<file path="src/rtl/loader_pkg.sv">
// Shared types and default geometry for the search-datapath loader.
package loader_pkg;

  localparam int unsigned PAT_AW = 3;
  localparam int unsigned TXT_AW = 8;
  localparam int unsigned DW     = 8;

  typedef enum logic [2:0] {
    IDLE,
    PAT_DATA,
    TXT_LEN,
    TXT_DATA,
    START,
    WAIT,
    ERR
  } loader_state_t;

endpackage

</file>
<file path="src/rtl/byte_counter.sv">
// Up-counter with synchronous reset, synchronous clear and count enable.
module byte_counter #(
  parameter int unsigned W = 8
) (
  input  logic         clk_i,
  input  logic         rst_i,
  input  logic         clr_i,
  input  logic         en_i,
  output logic [W-1:0] count_o
);

  logic [W-1:0] count_q;

  // Clear has priority over increment.
  always_ff @(posedge clk_i) begin
    if (rst_i || clr_i) begin
      count_q <= '0;
    end else if (en_i) begin
      count_q <= count_q + W'(1);
    end
  end

  assign count_o = count_q;

endmodule

</file>
<file path="src/rtl/text_pattern_loader.sv">
// Byte-stream loader: fills pattern and text RAMs, launches the search,
// then waits for the engine to finish. Bad length headers stick in ERR.
module text_pattern_loader
  import loader_pkg::*;
#(
  parameter int unsigned PAT_AW = loader_pkg::PAT_AW,
  parameter int unsigned TXT_AW = loader_pkg::TXT_AW,
  parameter int unsigned DW     = loader_pkg::DW
) (
  input  logic              clk,
  input  logic              rst,
  input  logic [DW-1:0]     in_data,
  input  logic              in_valid,
  output logic              in_ready,
  output logic              pat_we,
  output logic [PAT_AW-1:0] pat_addr,
  output logic [DW-1:0]     pat_wdata,
  output logic              txt_we,
  output logic [TXT_AW-1:0] txt_addr,
  output logic [DW-1:0]     txt_wdata,
  output logic [PAT_AW:0]   pat_len,
  output logic [TXT_AW-1:0] txt_len,
  output logic              start,
  input  logic              search_done,
  output logic              busy,
  output logic              err
);

  localparam logic [DW-1:0] PAT_MAX = DW'(2 ** PAT_AW);

  loader_state_t     state_q;
  logic              in_ready_q;
  logic              pat_we_q;
  logic [PAT_AW-1:0] pat_addr_q;
  logic [DW-1:0]     pat_wdata_q;
  logic              txt_we_q;
  logic [TXT_AW-1:0] txt_addr_q;
  logic [DW-1:0]     txt_wdata_q;
  logic [PAT_AW:0]   pat_len_q;
  logic [TXT_AW-1:0] txt_len_q;
  logic              start_q;
  logic              busy_q;
  logic              err_q;

  logic              accept;
  logic [TXT_AW-1:0] idx;
  logic [TXT_AW:0]   idx_inc;
  logic              pat_last;
  logic              txt_last;
  logic              pat_hdr_bad;
  logic              cnt_clr_d;
  logic              cnt_en_d;

  assign accept  = in_valid && in_ready_q;

  // One extra bit so that idx+1 never wraps, e.g. text length 255.
  assign idx_inc  = {1'b0, idx} + (TXT_AW + 1)'(1);
  assign pat_last = (idx_inc == (TXT_AW + 1)'(pat_len_q));
  assign txt_last = (idx_inc == {1'b0, txt_len_q});

  assign pat_hdr_bad = (in_data == '0) || (in_data > PAT_MAX);

  // Byte index control: restart at each section, advance per data byte.
  always_comb begin
    cnt_clr_d = 1'b0;
    cnt_en_d  = 1'b0;
    unique case (state_q)
      IDLE: begin
        if (accept) cnt_clr_d = 1'b1;
      end
      PAT_DATA: begin
        if (accept) begin
          if (pat_last) cnt_clr_d = 1'b1;
          else          cnt_en_d  = 1'b1;
        end
      end
      TXT_DATA: begin
        if (accept) begin
          if (txt_last) cnt_clr_d = 1'b1;
          else          cnt_en_d  = 1'b1;
        end
      end
      default: begin
        cnt_clr_d = 1'b0;
        cnt_en_d  = 1'b0;
      end
    endcase
  end

  byte_counter #(
    .W(TXT_AW)
  ) u_idx (
    .clk_i  (clk),
    .rst_i  (rst),
    .clr_i  (cnt_clr_d),
    .en_i   (cnt_en_d),
    .count_o(idx)
  );

  // Loader FSM with registered handshake, RAM-write and status outputs.
  always_ff @(posedge clk) begin
    if (rst) begin
      state_q     <= IDLE;
      in_ready_q  <= 1'b1;
      pat_we_q    <= 1'b0;
      pat_addr_q  <= '0;
      pat_wdata_q <= '0;
      txt_we_q    <= 1'b0;
      txt_addr_q  <= '0;
      txt_wdata_q <= '0;
      pat_len_q   <= '0;
      txt_len_q   <= '0;
      start_q     <= 1'b0;
      busy_q      <= 1'b0;
      err_q       <= 1'b0;
    end else begin
      pat_we_q <= 1'b0;
      txt_we_q <= 1'b0;
      start_q  <= 1'b0;
      unique case (state_q)
        IDLE: begin
          if (accept) begin
            if (pat_hdr_bad) begin
              state_q    <= ERR;
              in_ready_q <= 1'b0;
              err_q      <= 1'b1;
            end else begin
              state_q   <= PAT_DATA;
              pat_len_q <= (PAT_AW + 1)'(in_data);
              busy_q    <= 1'b1;
            end
          end
        end
        PAT_DATA: begin
          if (accept) begin
            pat_we_q    <= 1'b1;
            pat_addr_q  <= idx[PAT_AW-1:0];
            pat_wdata_q <= in_data;
            if (pat_last) state_q <= TXT_LEN;
          end
        end
        TXT_LEN: begin
          if (accept) begin
            if (in_data == '0) begin
              state_q    <= ERR;
              in_ready_q <= 1'b0;
              busy_q     <= 1'b0;
              err_q      <= 1'b1;
            end else begin
              state_q   <= TXT_DATA;
              txt_len_q <= TXT_AW'(in_data);
            end
          end
        end
        TXT_DATA: begin
          if (accept) begin
            txt_we_q    <= 1'b1;
            txt_addr_q  <= idx;
            txt_wdata_q <= in_data;
            if (txt_last) begin
              state_q    <= START;
              in_ready_q <= 1'b0;
            end
          end
        end
        START: begin
          start_q <= 1'b1;
          state_q <= WAIT;
        end
        WAIT: begin
          if (search_done) begin
            state_q    <= IDLE;
            in_ready_q <= 1'b1;
            busy_q     <= 1'b0;
          end
        end
        ERR: begin
          state_q <= ERR;
        end
        default: begin
          state_q <= IDLE;
        end
      endcase
    end
  end

  // Held low while reset is asserted, whatever state preceded it.
  assign in_ready  = in_ready_q && !rst;
  assign pat_we    = pat_we_q;
  assign pat_addr  = pat_addr_q;
  assign pat_wdata = pat_wdata_q;
  assign txt_we    = txt_we_q;
  assign txt_addr  = txt_addr_q;
  assign txt_wdata = txt_wdata_q;
  assign pat_len   = pat_len_q;
  assign txt_len   = txt_len_q;
  assign start     = start_q;
  assign busy      = busy_q;
  assign err       = err_q;

endmodule

</file>
<file path="config.mk">
export PLATFORM = sky130hd
export DESIGN_NAME = text_pattern_loader
export DESIGN_NICKNAME = d
export VERILOG_FILES = /design/src/rtl/loader_pkg.sv /design/src/rtl/byte_counter.sv /design/src/rtl/text_pattern_loader.sv
export SDC_FILE = /design/constraint.sdc
export NUM_CORES = 1
export LEC_CHECK = 0
export ABC_AREA = 0
export CORE_MARGIN = 5
export CORE_UTILIZATION = 45
export DETAILED_ROUTE_END_ITERATION = 12
export PLACE_DENSITY_LB_ADDON = 0.3
export SYNTH_ARGS = -nofsm -noshare
export SYNTH_HDL_FRONTEND = slang
export SYNTH_HIERARCHICAL = 1
export SYNTH_SLANG_ARGS = --single-unit
</file>
<file path="constraint.sdc">
create_clock -name clk -period 5.4 [get_ports clk]
set_clock_uncertainty 0.15 [all_clocks]
set_input_delay 1.08 -clock clk [delete_from_list [all_inputs] [get_ports clk]]
set_output_delay 1.08 -clock clk [all_outputs]
set_load 0.05 [all_outputs]
</file>
==> flow_metrics.tcl <==
set metrics [dict create \
    post_synth_inst_count 324 \
    clock.fmax_ghz 0.273 \
    finalHoldViolations 0 \
    power_per_cell_area_nw_per_um2 346 \
    synth_edf_count 0 \
    post-route-period-util 0.677 \
    power_leakage_nw 1.15 \
    synth.cell_area_um2 2700 \
    grt_first_pass_wirelength_mm 11.1 \
    wl_mm 6.66 \
    layout.nets 382 \
    grt_pass1_vias 2286 \
    power.ir.vdd_worst_mv 0.172 \
    timing.final.ws_setup_ns 1.74 \
    antenna_cells 0 \
    layout.core_utilization 0.570 \
    timing.setup.tns_ns 0 \
    drc_errors 0 \
    ys_ff_latch 56 \
    synth-seq-area-share 0.415 \
    timing.critical_path.arrival_ns 2.43 \
    design.die.area_um2 7660 \
    worstSetupPathType "input port to primary output" \
    internal_power_mw 0.696 \
    dr_total_vias 2349 \
    synth.distinct_cells 53 \
    grt_antenna_before_repair 0 \
    period_minus_slack_ns 3.66 \
    worst_ep_required_time_ns 4.17 \
    cts_root_buffer "sky130_fd_sc_hd__clkbuf_8" \
    start_kind "input port" \
    power.clock.fraction 0.208 \
    post-place-ws_ns 1.72 \
    die_w_um 87.5 \
    clock_tree.buffer_depth 2 \
    sequentialPowerShare 0.446 \
    netSwitchingFraction 0.400 \
    grt_overflow_total 0 \
    detail-route-antenna-nets 0 \
    number_of_buffers_inserted_during_clock_tree_synthesis 5 \
    synth_area_leaders "sky130_fd_sc_hd__dfxtp_1 (41%), sky130_fd_sc_hd__nand2_1 (8.9%), sky130_fd_sc_hd__a21oi_1 (8.0%)" \
    holdBufCountCts 0 \
    worst_hold_path_type "flip-flop to flip-flop" \
    synth_top_cell_by_area "sky130_fd_sc_hd__dfxtp_1" \
    grt_setup_unrepaired "no" \
    combPwrFrac 0.346 \
    synth_nets 338 \
    cts_tree "done" \
    areaGrowthSynthToFinish_pct 24.1 \
    port_buffers 56 \
    worstSetupEndpointType "primary output" \
    start_util 0.459 \
    cts.htree.levels 2 \
    synth_top_area_frac 0.415 \
    drt-pass1-iter-count 4 \
    core_area_um2 5890 \
    dp_hpwl_mm 4.75 \
    total_power_mw 1.16 \
    cts_setup_buffers 0 \
    number_of_gates_resized_after_cts 0 \
    clock_insertion_delay_worst_skew_ns 0.32 \
    number_of_max_slew_violations_in_the_final_report 0 \
    worst_setup_hold_path_clk_slew_ns 0.10 \
    ioPinCount 57 \
    status "completed" \
    gpl.final_weighted_congestion 0.924 \
    worst_slew_pin_slew_ns 1.06 \
    syn_area_per_cell_um2 8.35 \
    grt_max_degree 49 \
    clkSinkCount 56 \
    route.detailed.vias_per_inst 5.29 \
    dr.first_iter.drc_count 115 \
    die_y_um 87.5 \
    placement_rows 28 \
    worst_slew_margin_rel 0.292 \
    worst-path-max-fanout 2 \
    avgRoutedWirePerCell_um 15.0 \
    setup_violations 0 \
    cap_viol_max_count 0 \
    nFillCells 540 \
    final_layout_size_suffix_gt1_frac 0.0759 \
    yosys_warnings 6 \
    postSynth.asyncResetShare 0 \
    grtUsageTotal 0.187 \
    power.net_switching_mw 0.464 \
    synth_top_flop_cell "sky130_fd_sc_hd__dfxtp_1" \
]
cells by family after synthesis:
kind of cell	count (synthesis)	synth area share
compound gates	69	0.159
xor+xnor	20	0.0676
fa+ha+maj	2	0.00925
buf+inv	23	0.0430
flops	56	0.415
mux	14	0.0518
simple gates	140	0.255
sequential cells by signal (all words and copies together), names as in the netlist:
name,cells
busy,1
err,1
in_ready_q,1
pat_addr,3
pat_len,4
pat_wdata,8
pat_we,1
start,1
state_q,3
txt_addr,8
txt_len,8
txt_wdata,8
txt_we,1
u_idx/count_o,8
cells in the final DEF (no fill, tap or decap), drive strengths merged, types with 5 or more instances in the layout:
cell type,n
mux2i,14
nor2,32
o21ai,10
dfxtp,56
clkdlybuf4s50,56
clkbuf,5
xnor2,11
nand3,11
nand2,67
nor3,6
a21oi,43
xor2,9
through the flow:
| stage | std cells | hold WS, ns | cell area (um2) |
|---|---|---|---|
| floorplan | 324 | 0.328 | 2700 |
| global placement | 436 | 0.292 | 3260 |
| detailed placement | 436 | 0.296 | 3260 |
| CTS | 444 | 0.311 | 3360 |
| global route | 444 | 0.335 | 3360 |
| finish | 444 | 0.308 | 3360 |
synth_stat cells (5+ instances only):
cell type	number
sky130_fd_sc_hd__mux2i_1	14
sky130_fd_sc_hd__xnor2_1	11
sky130_fd_sc_hd__nand2_1	64
sky130_fd_sc_hd__buf_2	5
sky130_fd_sc_hd__o21ai_0	7
sky130_fd_sc_hd__nand3_1	9
sky130_fd_sc_hd__clkbuf_1	10
sky130_fd_sc_hd__xor2_1	8
sky130_fd_sc_hd__a21oi_1	43
sky130_fd_sc_hd__dfxtp_1	56
sky130_fd_sc_hd__nor2_1	32
sky130_fd_sc_hd__nor3_1	5
worst paths after layout:
kind | cells after the start | slack (ns) | startpoint | end
hold reg to reg | 2 | 0.31 | txt_wdata[1] | txt_wdata[1]
setup reg to reg | 10 | 1.97 | u_idx/count_o[0] | u_idx/count_o[7]
hold / removal | 2 | 0.31 | txt_wdata[1] | txt_wdata[1]
setup / recovery | 3 | 1.74 | rst | in_ready
cell type report:
cell class	instances	area [um2]	area share
Multi-Input combinational cell	245	1470	0.437
Sequential cell	56	1120	0.334
Timing Repair Buffer	57	568	0.169
Tap cell	75	93.8	0.0280
Clock buffer	5	68.8	0.0205
Clock inverter	3	26.3	0.00783
Inverter	3	11.3	0.00336
power groups by stage:
stage | combinational (mW) | clock (mW) | sequential (mW)
after detailed placement | 0.402 | 0 | 0.525
final | 0.402 | 0.241 | 0.517
after global routing | 0.437 | 0.271 | 0.529
after CTS | 0.403 | 0.250 | 0.516
after floorplan | 0.253 | 0 | 0.569
after global placement | 0.398 | 0 | 0.524
critical path, cell delays in order:
cell and delay (ns):
sky130_fd_sc_hd__clkdlybuf4s50_1 0.42, sky130_fd_sc_hd__nor2b_1 0.12, sky130_fd_sc_hd__clkdlybuf4s50_1 0.81
routing by layer:
layer  global-route usage  wire length (um)  vias up
li1                     -                 -     1194
met1                0.237              2910     1089
met2                0.289              3150       52
met3               0.0624               425       14
met4               0.0809               173        0
met5                    0                 0        -
Note: power is estimated with default switching activity, not from simulation.
